[config.mk]
export PLATFORM = sky130hd
export DESIGN_NAME = sync_fifo_param
export DESIGN_NICKNAME = d
export VERILOG_FILES = /design/src/rtl/sync_fifo_param.sv
export SDC_FILE = /design/constraint.sdc
export NUM_CORES = 1
export LEC_CHECK = 0
export CORE_MARGIN = 4
export CORE_UTILIZATION = 59
export CTS_CLUSTER_DIAMETER = 50
export DETAILED_ROUTE_END_ITERATION = 8
export HOLD_SLACK_MARGIN = 0.12
export PLACE_DENSITY = 0.79
export SYNTH_ARGS = -nofsm -noshare
export SYNTH_HDL_FRONTEND = slang
export SYNTH_SLANG_ARGS = --single-unit
[constraint.sdc]
create_clock -name clk -period 3.2 [get_ports clk]
set_input_delay 0.64 -clock clk [delete_from_list [all_inputs] [get_ports clk]]
set_output_delay 0.64 -clock clk [all_outputs]
set_load 0.02 [all_outputs]
[src/rtl/sync_fifo_param.sv]
// Single-clock FIFO with occupancy count, almost-full/almost-empty flags and sticky overflow/underflow.
// Read data is registered, one cycle after an accepted rd_en; a write is still accepted while full when a read frees a slot.
module sync_fifo_param #(
    parameter int WIDTH      = 8,
    parameter int DEPTH      = 16,
    parameter int AFULL_LVL  = 12,
    parameter int AEMPTY_LVL = 4,
    localparam int AW        = $clog2(DEPTH),
    localparam int CW        = $clog2(DEPTH) + 1
) (
    input  logic             clk,
    input  logic             rst,
    input  logic             wr_en,
    input  logic [WIDTH-1:0] data_in,
    input  logic             rd_en,
    output logic [WIDTH-1:0] data_out,
    output logic             rd_valid,
    output logic             full,
    output logic             empty,
    output logic             almost_full,
    output logic             almost_empty,
    output logic [CW-1:0]    count,
    output logic             overflow,
    output logic             underflow
);

    localparam logic [CW-1:0] DEPTH_C  = CW'(DEPTH);
    localparam logic [CW-1:0] AFULL_C  = CW'(AFULL_LVL);
    localparam logic [CW-1:0] AEMPTY_C = CW'(AEMPTY_LVL);

    logic [WIDTH-1:0] mem_q [DEPTH];
    logic [AW-1:0]    w_ptr_q, w_ptr_d;
    logic [AW-1:0]    r_ptr_q, r_ptr_d;
    logic [CW-1:0]    count_q, count_d;
    logic [WIDTH-1:0] data_out_q, data_out_d;
    logic             rd_valid_q, rd_valid_d;
    logic             overflow_q, overflow_d;
    logic             underflow_q, underflow_d;
    logic             wr_ok, rd_ok;

    assign full         = (count_q == DEPTH_C);
    assign empty        = (count_q == '0);
    assign almost_full  = (count_q >= AFULL_C);
    assign almost_empty = (count_q <= AEMPTY_C);

    // A read on a full FIFO frees the slot the simultaneous write lands in.
    assign rd_ok = rd_en && !empty;
    assign wr_ok = wr_en && (!full || rd_ok);

    always_comb begin
        w_ptr_d     = w_ptr_q;
        r_ptr_d     = r_ptr_q;
        count_d     = count_q;
        data_out_d  = data_out_q;
        rd_valid_d  = 1'b0;
        overflow_d  = overflow_q  | (wr_en && !wr_ok);
        underflow_d = underflow_q | (rd_en && !rd_ok);
        if (wr_ok) begin
            w_ptr_d = w_ptr_q + AW'(1);
        end
        if (rd_ok) begin
            r_ptr_d    = r_ptr_q + AW'(1);
            data_out_d = mem_q[r_ptr_q];
            rd_valid_d = 1'b1;
        end
        if (wr_ok && !rd_ok) begin
            count_d = count_q + CW'(1);
        end else if (rd_ok && !wr_ok) begin
            count_d = count_q - CW'(1);
        end
    end

    always_ff @(posedge clk) begin
        if (rst) begin
            w_ptr_q     <= '0;
            r_ptr_q     <= '0;
            count_q     <= '0;
            data_out_q  <= '0;
            rd_valid_q  <= 1'b0;
            overflow_q  <= 1'b0;
            underflow_q <= 1'b0;
        end else begin
            w_ptr_q     <= w_ptr_d;
            r_ptr_q     <= r_ptr_d;
            count_q     <= count_d;
            data_out_q  <= data_out_d;
            rd_valid_q  <= rd_valid_d;
            overflow_q  <= overflow_d;
            underflow_q <= underflow_d;
        end
    end

    // Storage is deliberately left out of reset.
    always_ff @(posedge clk) begin
        if (!rst && wr_ok) begin
            mem_q[w_ptr_q] <= data_in;
        end
    end

    assign data_out  = data_out_q;
    assign rd_valid  = rd_valid_q;
    assign count     = count_q;
    assign overflow  = overflow_q;
    assign underflow = underflow_q;

endmodule

* Word-level counts from Yosys, hierarchy flattened *
Memory sizes are Yosys's and may differ from the RTL's. A register that Yosys moved wholly into a read port is not among the register bits.
Cells that the tools add are included.

operators by class
  order comparisons = 2
  $add $sub $neg = 4
  equal/unequal tests = 1
  bitwise gates (word level) = 2
  reductions and logical operators = 15
  muxes and demuxes = 5

operators with widths
  kind                                                  number
  2-to-1 mux 5 bit                                      2
  adder 4 x 1 -> 4 bit (second input constant)          2
  logical AND 1 bit                                     7
  adder 5 x 1 -> 5 bit (second input constant)          1
  == test 5 bit (second input constant)                 1
  >= comparator 5 x 4 -> 1 bit (second input constant)  1
  <= comparator 5 x 3 -> 1 bit (second input constant)  1
  logical NOT 1 bit                                     5
  logical NOT 5 bit                                     1
  subtractor 5 x 1 -> 5 bit (second input constant)     1
  2-to-1 mux 1 bit                                      3
  bitwise OR 1 bit                                      2
  nonzero test 2 bit                                    1
  logical OR 1 bit                                      1

storage, ports and cells
  flip-flop bits (word level) = 16
  bits of input ports = 12
  output and inout port bits = 20
  memories kept = 1
  logic and storage cells = 36
  RAM bits = 128

memories
  memory  words  bits a word  read ports  clocked after memory_dff  wr ports  RTL line  source
  mem_q   16     8            1           1                         1         31        logic [WIDTH-1:0] mem_q [DEPTH];

* Logic depth before layout (Yosys ltp) *
Gate-level depths: netlist of run 1.

  word-level depth = 9
  depth in mapped cells = 12

* Least setup slack after synthesis of run 1 *
OpenSTA, ideal clock, no wires.

  path type = register to register
  start point = register count_q[0] (netlist: count[0])
  end point = register count_q[4] (netlist: count[4])
  path buffers = 1
  arrival = 2.608 ns
  cell stages (with the launch flop) = 12
  period minus slack after synthesis = 2.731 ns
  setup slack = 0.469 ns
  cell sequence = dfxtp_1 > nor4_4 > a21oi_1 > buf_2 > inv_2 > ha_1 > inv_1 > ha_1 > a21o_1 > a21oi_1 > mux2i_1 > mux2_1

on the way
  word-level cells in the longest chain between the ends = 8
  elaborated cells on any way between the ends = 16
  classes of those cells = 2 x add/sub; 1 x eq/ne; 2 x mux; 11 x reduce/logical

ends and longest elaborated chain
  element                                                                            RTL line  source
  start: declaration                                                                 34        logic [CW-1:0] count_q, count_d;
  start signal: assignment                                                           85        count_q <= count_d;
  parallel branches: the longest is 8 deep, another holds subtractor 5 x 1 -> 5 bit  --

Several ways; the timed one is not identified. The select of a mux whose other input is x is not followed.
A chain may end at the register's enable or synchronous reset.

* Worst setup path in the final report of run 1 *
  start point = register count_q[0] (netlist: count[0])
  end point = output port full

on the way
  word-level cells in the longest chain between the ends = 1

ends and longest elaborated chain
  element           RTL line  source
  == test 5 bit     41        assign full = (count_q == DEPTH_C);
  end: declaration  18        output logic full,

No other way between the ends.

==> results of run 1 <==
[Yosys cell counts, types with 4 or more instances]
| library cell | instances |
|---|---|
| a211oi_1 | 8 |
| a21oi_1 | 8 |
| buf_2 | 6 |
| buf_6 | 6 |
| dfxtp_1 | 24 |
| edfxtp_1 | 128 |
| ha_1 | 10 |
| inv_1 | 10 |
| mux2i_1 | 66 |
| nand2_1 | 14 |
| nand3b_1 | 4 |
| nor2_1 | 49 |
| nor4_1 | 8 |
| o22ai_1 | 32 |
| xor2_1 | 7 |
[power by group through the flow]
stage          Clock (mW)  Sequential [mW]  Combinational (mW)
6_report             1.72             2.37                1.03
5_1_grt              1.84             2.39                1.12
4_1_cts              1.74             2.37                1.04
3_5_place_dp            0             2.41                1.02
3_3_place_gp            0             2.40               0.994
2_1_floorplan           0             2.45               0.594
[layer usage]
layer	up-vias	wire [um]
met5	-	0
met4	0	153
met3	14	1010
met2	163	6370
met1	1696	4860
li1	1649	-
[cells by family after synthesis]
group           count (synthesis)  synth area share
mux                            67             0.109
flops                         152             0.704
buf+inv                        30            0.0287
fa+ha+maj                      11            0.0236
xor+xnor                        9            0.0128
compound gates                 52            0.0559
simple gates                   86            0.0650
[state kept, by name, summed over array words and instances (netlist names)]
| signal | flops |
|---|---|
| rd_valid | 1 |
| mem_q | 128 |
| count | 5 |
| overflow | 1 |
| r_ptr_q | 4 |
| w_ptr_q | 4 |
| underflow | 1 |
| data_out | 8 |
[layout by cell type (no fill, tap or decap), types with 2 or more instances in the layout]
master,instances
clkbuf_16,16
clkinv_1,3
a21oi_1,8
nor2_1,49
inv_1,10
xnor2_1,2
or3_1,2
clkinvlp_4,2
o22ai_1,32
clkdlybuf4s50_1,31
nand4_1,2
ha_1,10
mux2i_1,66
edfxtp_1,128
dfxtp_1,23
nand3b_1,4
clkbuf_1,2
nand3_1,2
clkinv_2,6
nand2_1,14
a211oi_1,8
nor4_1,8
buf_4,20
xor2_1,7
[area by class of cell]
class                      instances  area share
clock buffer                      19      0.0589
multi-input combinational        225       0.229
clock inverter                    12      0.0121
sequential                       152       0.604
tap                              133      0.0232
timing repair buffer              52      0.0671
inverter                          11     0.00577
[worst reg2reg max path: stages (launching register included)]
cell and delay, ns:
dfxtp_1 0.39, nor4_4 0.47, a21oi_1 0.17, inv_2 0.09
ha_1 0.22, inv_1 0.13, ha_1 0.31, a21o_1 0.17
a21oi_1 0.18, mux2i_1 0.21, mux2_1 0.32
[how the worst min path moves through the flow]
stage                startpoint          end  slack (ns)  cells past startpoint
finish                underflow    underflow        0.48                      2
global route        data_out[1]  data_out[1]        0.52                      2
CTS                   underflow    underflow        0.48                      2
detailed placement    underflow    underflow        0.46                      2
global placement      underflow    underflow        0.46                      2
floorplan            w_ptr_q[3]   w_ptr_q[3]        0.54                      2
[metrics by stage]
stage | setup WS [ns] | cell area [um2] | total power, mW
finish | 0.339 | 7160 | 5.12
global route | 0.209 | 7160 | 5.34
CTS | 0.314 | 7160 | 5.15
detailed placement | 0.0278 | 6650 | 3.43
global placement | 0.138 | 6650 | 3.39
floorplan | 0.469 | 6140 | 3.04
==> results.py, run 1 <==
metrics = {
    "critical_path": {
        "crit_path_top_delay_cell": "clkdlybuf4s50_1",
        "r2r_slack_ns": 0.41,
        "cp_slowest_stage_delay_ns": 0.62,
        "cp_max_fo": 6,
        "reg2reg_to": "count[4]",
        "crit_chain": "nor4_4 > nand2_1 > inv_1 > clkdlybuf4s50_1",
        "reg2reg_from": "count[0]",
        "crit_start": "count[0]",
        "reg2reg_depth": 10,
        "cp.required_ns": 2.56,
        "endpoint_kind": "output pin",
        "crit_buf_inv": 2,
        "crit_type": "reg -> out",
        "crit_path_end": "full",
        "crit_family": "buffers and inverters",
        "path_depth": 4,
        "cp-start-kind": "register",
        "cp.arrival_ns": 2.22,
    },
    "cells_and_area": {
        "final_core_util": 0.719,
        "areaGrowthSynthToFinish_pct": 16.7,
        "final_cells": 604,
        "fillers": 632,
        "ff_latch_area_um2": 4330,
        "layout-drive-gt1-share": 0.110,
        "diodes": 0,
        "multi_input_area_um2": 1640,
        "layout.nets": 482,
    },
    "placement": {
        "place_congestion": 0.855,
        "dp_hpwl_mm": 7.94,
        "placed_cells": 573,
        "portBuffers": 31,
    },
    "pwr": {
        "clock_power_share": 0.337,
        "leakagePower_nw": 2.33,
        "max-vdd-ir-drop_v": 0.000426,
        "p_per_area_nw_per_um2": 715,
        "combinationalPowerShare": 0.201,
        "p_sw_mw": 1.42,
        "p_int_mw": 3.70,
        "pwr-share-seq": 0.463,
        "p_sw_frac": 0.278,
    },
    "clocking": {
        "clk_pin_slew_ns": 0.06,
        "root_buffer": "clkbuf_8",
        "cts_buffers": 17,
        "clock_path_buffers": 2,
        "ctsHtreeMaxLevel": 4,
        "cts_tree": "done",
        "cts_sinks": 152,
        "cts_resized": 0,
        "clkLatencyLatePin_ns": 0.51,
        "postCtsSetupBuffers": 0,
        "hold_buffers": 0,
    },
    "die": {
        "core_um2": 9950,
        "io_pins": 32,
        "fp.dieH_um": 110,
        "die_x_um": 110,
        "dieArea_um2": 12100,
        "initial_core_util": 0.617,
        "core.rowCount": 36,
    },
    "global_route": {
        "met2_usage": 0.371,
        "grtUsageMet3": 0.0536,
        "grt_pass1_wl_mm": 19.5,
        "top_usage_layer": "met2",
        "use_met1": 0.305,
        "grt_max_degree": 32,
        "gr-usage-all-layers": 0.227,
        "antenna_found_initial": 0,
        "grt_overflow": 0,
        "grt_pass1_vias": 3470,
    },
    "logic_synthesis": {
        "ys_types": 34,
        "synth_top_area_frac": 0.626,
        "ys_async_sr_fraction": 0,
        "synth_edf_count": 128,
        "ys_warn_count": 0,
        "synth.largest_area_cell": "edfxtp_1",
        "synthTopCellsByArea": "edfxtp_1, mux2i_1, dfxtp_1",
        "synth_flop_cell": "edfxtp_1",
        "syn-num-nets": 430,
        "synth_area_um2": 6140,
        "syn_avg_cell_area_um2": 15.1,
        "syn-instance-count": 407,
        "yosysSeqAreaShare": 0.704,
        "ys_seq_elements": 152,
    },
    "routing": {
        "drt-total-wl_mm": 12.4,
        "antenna_left": 0,
        "drc": 0,
        "vias_per_cell": 5.83,
        "drtIter0Drc": 345,
        "vias": 3522,
        "first_pass_iters": 5,
        "wl_per_cell_um": 20.5,
    },
    "timing": {
        "hold_slack_ns": 0.479,
        "period_share": 0.894,
        "finalHoldViolations": 0,
        "fin_crit_ns": 2.86,
        "slew_violations": 0,
        "setup-tns-final_ns": 0,
        "fmax_ghz": 0.350,
        "worst_pin_slew_ns": 0.654,
        "setup_violations": 0,
        "rsz0062_at_grt": "false",
        "clock_skew_ns": 0.00622,
        "slew_headroom": 0.563,
    },
    "job": {
        "maxCapViolCount": 0,
    },
    "run_status": {
        "status": "finished, final reports clean",
    },
    "min_path": {
        "holdCritPathClass": "reg -> reg",
    },
}
(Power assumes the default switching activity.)
==> inputs of run 2 (changes only) <==
--- a/config.mk
+++ b/config.mk
@@ -11,6 +11,7 @@
 export DETAILED_ROUTE_END_ITERATION = 8
 export HOLD_SLACK_MARGIN = 0.12
 export PLACE_DENSITY = 0.79
+export RECOVER_POWER = 25
 export SYNTH_ARGS = -nofsm -noshare
 export SYNTH_HDL_FRONTEND = slang
 export SYNTH_SLANG_ARGS = --single-unit
==> results.py, run 2 (synthesis gave the netlist of run 1 again) <==
metrics = {
    "run_status": {
        "status": "finished, final reports clean",
    },
    "clocking": {
        "clk_pin_slew_ns": 0.06,
        "clock_path_buffers": 2,
        "cts_tree": "done",
        "postCtsSetupBuffers": 0,
        "cts_buffers": 17,
        "clkLatencyLatePin_ns": 0.52,
        "root_buffer": "clkbuf_8",
        "cts_sinks": 152,
        "cts_resized": 0,
        "ctsHtreeMaxLevel": 4,
        "hold_buffers": 0,
    },
    "die": {
        "core.rowCount": 36,
        "dieArea_um2": 12100,
        "initial_core_util": 0.617,
        "die_x_um": 110,
        "core_um2": 9950,
        "io_pins": 32,
        "fp.dieH_um": 110,
    },
    "job": {
        "maxCapViolCount": 0,
    },
    "cells_and_area": {
        "final_common_cell": "edfxtp_1",
        "areaGrowthSynthToFinish_pct": 16.7,
        "layout.nets": 482,
        "layout-drive-gt1-share": 0.110,
        "max_flop_register": "mem_q",
        "multi_input_area_um2": 1640,
        "ff_latch_area_um2": 4330,
        "diodes": 0,
        "final_cell_mix": "edfxtp_1, mux2i_1, nor2_1",
        "fillers": 632,
        "largest_register_ffs": 128,
        "final_cells": 604,
    },
    "routing": {
        "first_pass_iters": 5,
        "vias_per_cell": 5.83,
        "wl_per_cell_um": 20.5,
        "antenna_left": 0,
        "drc": 0,
        "drtIter0Drc": 345,
        "drt-total-wl_mm": 12.4,
        "vias": 3520,
    },
    "min_path": {
        "holdCritPathClass": "reg -> reg",
        "min_from": "underflow",
        "whs_endpoint": "underflow",
        "hold_depth": 2,
    },
    "global_route": {
        "grt_pass1_wl_mm": 19.5,
        "gr-usage-all-layers": 0.227,
        "grt_pass1_vias": 3470,
        "grt_overflow": 0,
        "grt_max_degree": 32,
        "antenna_found_initial": 0,
    },
    "critical_path": {
        "cp-start-kind": "register",
        "endpoint_kind": "output pin",
        "reg2reg_to": "count[4]",
        "cp.arrival_ns": 2.22,
        "r2r_slack_ns": 0.41,
        "reg2reg_from": "count[0]",
        "cp.required_ns": 2.56,
        "crit_type": "reg -> out",
        "cp_max_fo": 6,
        "reg2reg_depth": 10,
    },
    "placement": {
        "placed_cells": 573,
        "dp_hpwl_mm": 7.94,
        "place_congestion": 0.855,
        "portBuffers": 31,
    },
    "pwr": {
        "p_int_mw": 3.69,
        "p_sw_mw": 1.43,
        "p_per_area_nw_per_um2": 715,
        "leakagePower_nw": 2.33,
        "p_sw_frac": 0.279,
        "combinationalPowerShare": 0.201,
        "max-vdd-ir-drop_v": 0.000426,
        "clock_power_share": 0.337,
        "pwr-share-seq": 0.462,
    },
    "timing": {
        "setup_violations": 0,
        "period_share": 0.894,
        "fmax_ghz": 0.349,
        "slew_headroom": 0.564,
        "rsz0062_at_grt": "false",
        "setup-tns-final_ns": 0,
        "finalHoldViolations": 0,
        "worst_pin_slew_ns": 0.651,
        "slew_violations": 0,
        "clock_skew_ns": 0.00443,
        "fin_crit_ns": 2.86,
    },
}
run 2: power groups by stage:
stage | logic [mW] | registers, mW | clock network, mW
finish | 1.03 | 2.37 | 1.73
global route | 1.11 | 2.39 | 1.84
CTS | 1.04 | 2.37 | 1.74
detailed placement | 1.02 | 2.41 | 0
global placement | 0.994 | 2.40 | 0
floorplan | 0.594 | 2.45 | 0
run 2: routing by layer:
metal / wire [um] / track usage / vias to the layer above
li1: - / - / 1648
met1: 4980 / 0.305 / 1722
met2: 6410 / 0.371 / 137
met3: 853 / 0.0536 / 13
met4: 168 / 0.0677 / 0
met5: 0 / 0 / -
run 2: stage by stage:
step,power (mW),utilization,worst slack [ns],hold WS (ns),area [um2]
2_1_floorplan,3.04,-,0.469,0.536,6140
3_3_place_gp,3.39,0.668,0.138,0.458,6650
3_5_place_dp,3.43,0.668,0.0278,0.463,6650
4_1_cts,5.15,0.719,0.314,0.477,7160
5_1_grt,5.34,0.719,0.209,0.523,7160
6_report,5.12,0.719,0.338,0.479,7160
run 2: cell type report:
type,instances,share of cell area
Clock buffer,19,0.0589
Tap cell,133,0.0232
Inverter,11,0.00577
Clock inverter,12,0.0121
Timing Repair Buffer,52,0.0671
Sequential cell,152,0.604
Multi-Input combinational cell,225,0.229
run 2: worst max-delay path: stages (launching register included):
cell and delay [ns]:
dfxtp_1 0.39, nor4_4 0.47, nand2_1 0.13, inv_1 0.10
clkdlybuf4s50_1 0.62
run 2: worst max-delay path by stage:
stage               startpoint  endpoint  slack, ns  cells after the start
floorplan             count[0]  count[4]       0.47                     11
CTS                   count[0]      full       0.31                      4
global route          count[0]  count[4]       0.21                     10
detailed placement       rd_en  count[4]       0.03                     11
global placement         rd_en  count[4]       0.14                     11
finish                count[0]      full       0.34                      4
==> inputs of run 3 (changes only) <==
--- a/config.mk
+++ b/config.mk
@@ -5,7 +5,6 @@
 export SDC_FILE = /design/constraint.sdc
 export NUM_CORES = 1
 export LEC_CHECK = 0
-export CORE_MARGIN = 4
 export CORE_UTILIZATION = 59
 export CTS_CLUSTER_DIAMETER = 50
 export DETAILED_ROUTE_END_ITERATION = 8
==> results.py, run 3 (synthesis gave the netlist of run 1 again) <==
metrics = {
    "clocking": {
        "hold_buffers": 0,
        "clkLatencyLatePin_ns": 0.53,
        "cts_buffers": 17,
        "clock_path_buffers": 2,
        "cts_resized": 0,
        "root_buffer": "clkbuf_8",
        "cts_sinks": 152,
        "postCtsSetupBuffers": 0,
        "ctsHtreeMaxLevel": 4,
        "cts_tree": "done",
        "clk_pin_slew_ns": 0.06,
    },
    "die": {
        "die_x_um": 104,
        "io_pins": 32,
        "fp.dieH_um": 104,
        "dieArea_um2": 10800,
        "core_um2": 9910,
        "initial_core_util": 0.619,
        "core.rowCount": 36,
    },
    "pwr": {
        "p_per_area_nw_per_um2": 731,
        "max-vdd-ir-drop_v": 0.000466,
        "leakagePower_nw": 2.34,
    },
    "routing": {
        "wl_per_cell_um": 20.1,
        "vias_per_cell": 5.88,
        "drt-total-wl_mm": 12.1,
        "drc": 0,
        "vias": 3559,
        "drtIter0Drc": 303,
        "first_pass_iters": 4,
        "antenna_left": 0,
    },
    "global_route": {
        "gr-usage-all-layers": 0.239,
        "grt_overflow": 0,
        "grt_max_degree": 42,
        "grt_pass1_vias": 3661,
        "grt_pass1_wl_mm": 19.0,
        "antenna_found_initial": 0,
    },
    "critical_path": {
        "cp_max_fo": 6,
        "cp-start-kind": "register",
        "endpoint_kind": "output pin",
        "crit_type": "reg -> out",
        "reg2reg_from": "count[0]",
        "cp.required_ns": 2.56,
        "reg2reg_to": "count[4]",
        "cp.arrival_ns": 2.18,
        "crit_path_end": "empty",
        "reg2reg_depth": 10,
        "r2r_slack_ns": 0.49,
        "crit_start": "count[0]",
    },
    "cells_and_area": {
        "areaGrowthSynthToFinish_pct": 17.4,
        "final_common_cell": "edfxtp_1",
        "fillers": 647,
        "layout-drive-gt1-share": 0.119,
        "diodes": 0,
        "layout.nets": 482,
        "final_cell_mix": "edfxtp_1, mux2i_1, nor2_1",
        "max_flop_register": "mem_q",
        "largest_register_ffs": 128,
        "final_cells": 605,
        "fin_area_um2": 7210,
    },
    "timing": {
        "clock_skew_ns": 0.0107,
        "rsz0062_at_grt": "false",
        "finalHoldViolations": 0,
        "fmax_ghz": 0.354,
        "setup_violations": 0,
        "slew_headroom": 0.533,
        "fin_crit_ns": 2.82,
        "hold_slack_ns": 0.478,
        "worst_pin_slew_ns": 0.700,
        "slew_violations": 0,
        "period_share": 0.883,
        "setup-tns-final_ns": 0,
    },
    "placement": {
        "dp_hpwl_mm": 7.77,
        "place_congestion": 0.778,
        "post_dp_cell_area_um2": 6650,
        "portBuffers": 31,
        "placed_cells": 573,
    },
    "run_status": {
        "status": "finished, final reports clean",
    },
    "job": {
        "maxCapViolCount": 0,
    },
    "min_path": {
        "min_from": "overflow",
        "holdCritPathClass": "reg -> reg",
    },
}
run 3: changes by cell type in the layout (fill, tap and decap cells not counted), sizes merged:
cell,change
clkbuf,+2
bufinv,+1
clkinv,-6
inv,+1
clkinvlp,+3
run 3: per-layer routing:
metal | vias up | share of wire | global-route usage
met5 | - | 0 | 0
met4 | 0 | 0.021 | 0.0888
met3 | 27 | 0.064 | 0.0664
met2 | 142 | 0.50 | 0.400
met1 | 1746 | 0.42 | 0.298
li1 | 1644 | - | -
run 3: layout make-up:
class,count,area (um2),area share
inverters,11,41.3,0.00573
repair buffers,52,468,0.0649
well taps,133,166,0.0231
clock buffers,21,439,0.0609
multi-input cells,225,1640,0.228
clock inverters,11,125,0.0174
flip-flops and latches,152,4330,0.600
run 3: metrics by stage:
stage	setup WS [ns]	power (mW)	utilization
after floorplan	0.469	3.04	-
after global placement	0.189	3.38	0.671
after detailed placement	0.0846	3.41	0.671
after CTS	0.351	5.29	0.728
after global routing	0.259	5.47	0.728
final	0.375	5.27	0.728
run 3: worst min-delay path by stage:
stage	end	slack [ns]	cells after the start
2_1_floorplan	w_ptr_q[3]	0.54	2
3_3_place_gp	underflow	0.46	2
3_5_place_dp	overflow	0.46	2
4_1_cts	overflow	0.49	2
5_1_grt	overflow	0.51	2
6_report	overflow	0.48	2
run 3: power by group:
group	internal, mW	total [mW]	switching (mW)
combinational	0.437	1.01	0.569
sequential	2.25	2.37	0.125
clock	1.13	1.89	0.758
run 3: critical path, cell delays in order (launching register included):
cell             delay (ns)
dfxtp_1                0.39
nor4_4                 0.47
and2_1                 0.21
clkdlybuf4s50_1        0.60
